==> config.mk <==
export PLATFORM = sky130hd
export DESIGN_NAME = ccw_gen_frm
export DESIGN_NICKNAME = d
export VERILOG_FILES = /design/src/rtl/ccw_gen_frm.sv
export SDC_FILE = /design/constraint.sdc
export NUM_CORES = 1
export LEC_CHECK = 0
export CAP_MARGIN = 10
export CELL_PAD_IN_SITES_DETAIL_PLACEMENT = 1
export CELL_PAD_IN_SITES_GLOBAL_PLACEMENT = 2
export CORE_ASPECT_RATIO = 0.5
export CORE_UTILIZATION = 31
export DETAILED_ROUTE_END_ITERATION = 10
export HOLD_SLACK_MARGIN = 0.06
export PLACE_DENSITY = 0.8
export SLEW_MARGIN = 0
export SYNTH_ARGS = -nofsm -noshare
export SYNTH_HDL_FRONTEND = slang
export SYNTH_SLANG_ARGS = --single-unit
==> constraint.sdc <==
create_clock -name clk -period 2.17 [get_ports clk]
set_input_delay 0.3255 -clock clk [delete_from_list [all_inputs] [get_ports clk]]
set_output_delay 0.3255 -clock clk [all_outputs]
set_load 0.01 [all_outputs]
==> src/rtl/ccw_gen_frm.sv <==
// ccw_gen_frm -- control-code-word frame generator.
//
// A rising edge on pre_tm starts one frame: a length header word, then
// len_cfg payload words. The payload pattern is chosen by mode:
// 0 increment, 1 decrement, 2 constant, 3 Galois LFSR.
// Words are handed over on a valid/read handshake, where a transfer is
// ccw_vld & ccw_rd.
//
// Optional feature: define CCW_GEN_CRC_EN to append one CRC trailer word to
// every frame. The CRC is computed over the header and payload, MSB-first,
// one whole word per step, starting from 0.
//
// Ports:
//   clk         system clock
//   n_rst       asynchronous active-low reset
//   pre_tm      frame trigger (rising edge starts a frame)
//   len_cfg     payload word count, latched at start
//   mode        pattern select, latched at start
//   seed        new seed value
//   seed_ld     load seed into the seed register (only while idle)
//   ccw_d       current word (0 while idle)
//   ccw_vld     ccw_d valid
//   ccw_rd      consumer takes the word
//   ccw_tx_rdy  frame in progress
//   ccw_done    one-cycle pulse after the last word of a frame transferred
module ccw_gen_frm #(
   parameter int              DW        = 8,
   parameter int              LEN_W     = 6,
   parameter logic [DW-1:0]   DEF_SEED  = 8'hAB,
   parameter logic [DW-1:0]   LFSR_POLY = 8'hB8,
   parameter logic [DW-1:0]   CRC_POLY  = 8'h07
) (
   input  logic             clk,
   input  logic             n_rst,
   input  logic             pre_tm,
   input  logic [LEN_W-1:0] len_cfg,
   input  logic [1:0]       mode,
   input  logic [DW-1:0]    seed,
   input  logic             seed_ld,
   output logic [DW-1:0]    ccw_d,
   output logic             ccw_vld,
   input  logic             ccw_rd,
   output logic             ccw_tx_rdy,
   output logic             ccw_done
);

   typedef enum logic [1:0] {
`ifdef CCW_GEN_CRC_EN
      S_CRC  = 2'd3,
`endif
      S_IDLE = 2'd0,
      S_HDR  = 2'd1,
      S_PL   = 2'd2
   } state_t;

   state_t           state;
   logic             pre_tm_d;
   logic [LEN_W-1:0] len_q;
   logic [1:0]       mode_q;
   logic [LEN_W-1:0] remain;
   logic [DW-1:0]    pat;
   logic [DW-1:0]    seed_reg;

   logic             start;
   logic             xfer;
   logic             last_word;
   logic [DW-1:0]    pat_adv;
   logic [DW-1:0]    start_pat;

   assign start = pre_tm & ~pre_tm_d;
   assign xfer  = ccw_vld & ccw_rd;

   // The word being transferred is the last header/payload word of the frame.
   assign last_word = ((state == S_HDR) && (len_q == '0)) ||
                      ((state == S_PL) && (remain == LEN_W'(1)));

   // An all-zero LFSR state would lock up, so a zero seed becomes 1 in mode 3.
   assign start_pat = ((mode == 2'd3) && (seed_reg == '0)) ? DW'(1) : seed_reg;

   always_comb begin
      pat_adv = pat;
      case (mode_q)
         2'd0:    pat_adv = pat + DW'(1);
         2'd1:    pat_adv = pat - DW'(1);
         2'd2:    pat_adv = pat;
         default: pat_adv = (pat >> 1) ^ (pat[0] ? LFSR_POLY : '0);
      endcase
   end

`ifdef CCW_GEN_CRC_EN
   logic [DW-1:0] crc;
   logic [DW-1:0] crc_after;

   function automatic logic [DW-1:0] crc_step(input logic [DW-1:0] c_in,
                                               input logic [DW-1:0] w);
      logic [DW-1:0] c;
      c = c_in ^ w;
      for (int i = 0; i < DW; i++)
         c = c[DW-1] ? ((c << 1) ^ CRC_POLY) : (c << 1);
      return c;
   endfunction

   // ccw_d is registered and always holds the word now on offer, so the
   // CRC can be folded in straight from it on transfer.
   assign crc_after = crc_step(crc, ccw_d);
`endif

   always_ff @(posedge clk or negedge n_rst) begin
      if (!n_rst) begin
         state      <= S_IDLE;
         pre_tm_d   <= 1'b0;
         len_q      <= '0;
         mode_q     <= 2'd0;
         remain     <= '0;
         pat        <= '0;
         seed_reg   <= DEF_SEED;
         ccw_d      <= '0;
         ccw_vld    <= 1'b0;
         ccw_tx_rdy <= 1'b0;
         ccw_done   <= 1'b0;
`ifdef CCW_GEN_CRC_EN
         crc        <= '0;
`endif
      end else begin
         pre_tm_d <= pre_tm;
         ccw_done <= 1'b0;

         // Loads while idle always land in the register; a load in the start
         // cycle is not seen by that frame because start_pat uses the old value.
         if ((state == S_IDLE) && seed_ld)
            seed_reg <= seed;

         if (start) begin
            // Start wins over everything, including an in-flight transfer.
            state      <= S_HDR;
            len_q      <= len_cfg;
            mode_q     <= mode;
            remain     <= len_cfg;
            pat        <= start_pat;
            ccw_d      <= DW'(len_cfg);
            ccw_vld    <= 1'b1;
            ccw_tx_rdy <= 1'b1;
`ifdef CCW_GEN_CRC_EN
            crc        <= '0;
`endif
         end else if (xfer) begin
            if (state == S_PL) begin
               remain <= remain - LEN_W'(1);
               pat    <= pat_adv;
            end
`ifdef CCW_GEN_CRC_EN
            if (state != S_CRC)
               crc <= crc_after;
            if (state == S_CRC) begin
               state      <= S_IDLE;
               ccw_d      <= '0;
               ccw_vld    <= 1'b0;
               ccw_tx_rdy <= 1'b0;
               ccw_done   <= 1'b1;
            end else if (last_word) begin
               state <= S_CRC;
               ccw_d <= crc_after;
            end
`else
            if (last_word) begin
               state      <= S_IDLE;
               ccw_d      <= '0;
               ccw_vld    <= 1'b0;
               ccw_tx_rdy <= 1'b0;
               ccw_done   <= 1'b1;
            end
`endif
            else begin
               // From HDR the first payload word is pat itself; within PL the
               // next word is the advanced pattern.
               state <= S_PL;
               ccw_d <= (state == S_HDR) ? pat : pat_adv;
            end
         end
      end
   end

endmodule

==> results of run 1 <==
## through the flow
step	setup WS, ns	area (µm²)	std cells	util
floorplan	0.0828	2500	277	-
global placement	0.117	3020	420	0.399
detailed placement	0.0830	3020	420	0.399
CTS	0.0696	3170	429	0.419
global route	0.00115	3190	429	0.421
finish	0.159	3190	429	0.421
## final timing paths
path / to / cells past startpoint / from / slack (ns)
setup / recovery: ccw_d[4]$_DFFE_PN0P_ / 8 / mode_q[1]$_DFFE_PN0P_ / 0.16
hold / removal: len_q[4]$_DFFE_PN0P_ / 2 / len_q[4]$_DFFE_PN0P_ / 0.49
setup reg to reg: ccw_d[4]$_DFFE_PN0P_ / 8 / mode_q[1]$_DFFE_PN0P_ / 0.16
hold reg to reg: len_q[4]$_DFFE_PN0P_ / 2 / len_q[4]$_DFFE_PN0P_ / 0.49
max in group asynchronous: ccw_d[7]$_DFFE_PN0P_ / 3 / n_rst / 0.99
min in group asynchronous: seed_reg[4]$_DFFE_PN0P_ / 2 / n_rst / 0.58
## kinds of logic (layout without fill, tap and decap cells)
group	count (synthesis)	after routing	share of synthesized area
adders and majority gates	3	3	0.0150
and+or+nand+nor	113	113	0.235
muxes	11	11	0.0475
xor gates and xnor gates	12	12	0.0420
AOI/OAI and AO/OA	68	68	0.179
DFF	43	43	0.433
buffers and inverters	27	71	0.0485
## metal layers
layer,wire length (µm),share of wire,global-route usage,up-vias
met5,0,0,0,-
met4,27,0.0036,0.0265,0
met3,158,0.021,0.0318,2
met2,3460,0.46,0.322,18
met1,3950,0.52,0.287,1145
li1,-,-,-,1084
## layout make-up
type                       instances  area (µm²)  share of cell area
timing repair buffer              55         488               0.153
tap                              108         135              0.0424
inverter                           8        30.0             0.00942
clock buffer                       6         129              0.0404
clock inverter                     2        12.5             0.00392
multi-input combinational        207        1310               0.412
sequential                        43        1080               0.339
## worst reg2reg max path, cell delays in order (launching register included)
cell and delay (ns):
dfrtp_1 0.38, nand2b_1 0.17, xnor2_1 0.14, ha_1 0.22, buf_4 0.16, or4_1 0.49, nand2_1 0.13, nor3_2 0.07
o211ai_1 0.17
## synth_stat cells (all sizes together) (4+ instances only)
master   n
nand2   47
dfrtp   38
o21ai   22
nor2    12
a21oi   11
buf     11
nand3    9
clkbuf   8
inv      8
mux2     7
xnor2    7
nor3     6
a31oi    5
dfstp    5
nor2b    5
nor4     5
o211ai   5
xor2     5
a22oi    4
mux2i    4
nand2b   4
o31ai    4
## report_power, final
| part | internal (mW) | switching, mW | leakage, nW | total (mW) |
|---|---|---|---|---|
| registers | 1.02 | 0.266 | 0.519 | 1.29 |
| logic | 0.577 | 0.612 | 0.759 | 1.19 |
| clock network | 0.425 | 0.314 | 0.0669 | 0.739 |
| total | 2.03 | 1.19 | 1.34 | 3.22 |
## what timing repair did
item	4_1_cts	5_1_grt
resized for setup	0	5
setup endpoints to repair	0	6
hold endpoints to repair	16	0
hold buffers	1	0
==> impl_metrics.yaml, run 1 <==
sta:
  fin_crit_sh: 0.927
  skew_ns: 0.00798
  fmaxAchievable_ghz: 0.497
  tightest_slew_ns: 0.562
  finalHoldViolations: 0
  rsz0062_at_grt: "no"
  fin_tns_setup_ns: 0
  setup_viol_count_final: 0
  slew_viol_final: 0
  slew_headroom: 0.624
  min_period_ns: 2.01
  hold_ws_ns: 0.491
yosys:
  synth.avg_cell_area_um2: 9.02
  async_flop_share: 1.00
  yosys_register_bits: 43
  synthFlopType: "dfrtp_1"
  yosys_warnings: 0
  synth.largest_area_cell: "dfrtp_1"
  synthCells: 277
  synth_edf_count: 0
  post-synth-top-area-fraction: 0.380
  ys_top_cells_by_area: "dfrtp_1 38%, nand2_1 7.1%, dfstp_2 5.3%"
  yosysUniqueCellTypes: 54
  synth_fp_nets: 301
  ys_seq_area_frac: 0.433
  netlist_area_um2: 2500
placement:
  gp_congestion: 0.852
  place_hpwl_mm: 5.81
  portBuffers: 31
clock_tree:
  cts_made_buffers: 5
  clk_pin_slew_ns: 0.07
  cts_tree: "built"
  clock_latency_ns: 0.28
  htreeDepth: 2
  clockRootBuffer: "clkbuf_16"
  cts_setup_buffers: 0
  clk_path_buf_depth: 2
  clkSinkCount: 43
layout:
  fill_cells: 876
  most-common-layout-cells: "47 x nand2_1, 38 x dfrtp_1, 30 x clkdlybuf4s50_1, 23 x buf_4, 20 x o21ai_0"
  area_growth_pct: 27.6
  drive_above_1_share: 0.156
  final_common_cell: "nand2_1"
  layout.nets: 344
  n_antenna_cell: 0
grt:
  antenna_found_initial: 0
  track_usage: 0.200
  grt_pass1_vias: 2407
  grt_pass1_wl_mm: 12.8
  overflow: 0
  grt_max_degree: 21
worst_setup_path:
  crit_path_max_incr_delay_ns: 0.49
  crit_buf_inv: 1
  cp_slowest_cell: "or4_1"
  required_ns: 2.37
  cp_top_family: "simple AND/OR/NAND/NOR gates"
  critPathKind: "flip-flop to flip-flop"
  cp.arrival_ns: 2.21
  critical_path_peak_fanout: 5
  cp-start-kind: "flip-flop"
  crit_chain: "nand2b_1 > xnor2_1 > ha_1 > buf_4 > or4_1 > nand2_1 > nor3_2 > o211ai_1"
  critPathCaptureType: "flip-flop"
floorplanning:
  io_pins: 32
  die_area_um2: 8450
  die_w_um: 129
  fp.dieH_um: 65.5
  coreArea_um2: 7570
  num_rows: 22
  start_util: 0.330
hold_path:
  worstHoldPathType: "flip-flop to flip-flop"
power:
  p_leak_nw: 1.34
  ir_worst_vdd_mv: 0.355
  total_power_mw: 3.22
  power_density_nw_per_um2: 1010
detailed_routing:
  wl_per_cell_um: 17.7
  drt_iter0_drc: 140
  ant_nets: 0
  drc_errors: 0
  wl_mm: 7.59
  viasPerCell: 5.24
  drt_first_pass_iters: 4
  route.vias.total: 2249
flow_run:
  drv_cap: 0
outcome:
  status: "complete, no violations"
Note: power is estimated with default switching activity, not from simulation.
==> inputs of run 2 (changes only) <==
--- a/config.mk
+++ b/config.mk
@@ -13,7 +13,7 @@
 export DETAILED_ROUTE_END_ITERATION = 10
 export HOLD_SLACK_MARGIN = 0.06
 export PLACE_DENSITY = 0.8
-export SLEW_MARGIN = 0
+export SLEW_MARGIN = 25
 export SYNTH_ARGS = -nofsm -noshare
 export SYNTH_HDL_FRONTEND = slang
 export SYNTH_SLANG_ARGS = --single-unit
==> constraint.sdc (replaced) <==
create_clock -name clk -period 2.17 [get_ports clk]
set_input_delay 0.3255 -clock clk [delete_from_list [all_inputs] [get_ports clk]]
set_output_delay 0.3255 -clock clk [all_outputs]
set_load 0.05 [all_outputs]
==> results of run 2 <==
Same layout as run 1 (identical final DEF). Status: complete, no violations.
Main changes from that run: total power 3.22 mW -> 3.37 mW; worst IR drop on VDD 0.355 mV -> 0.357 mV
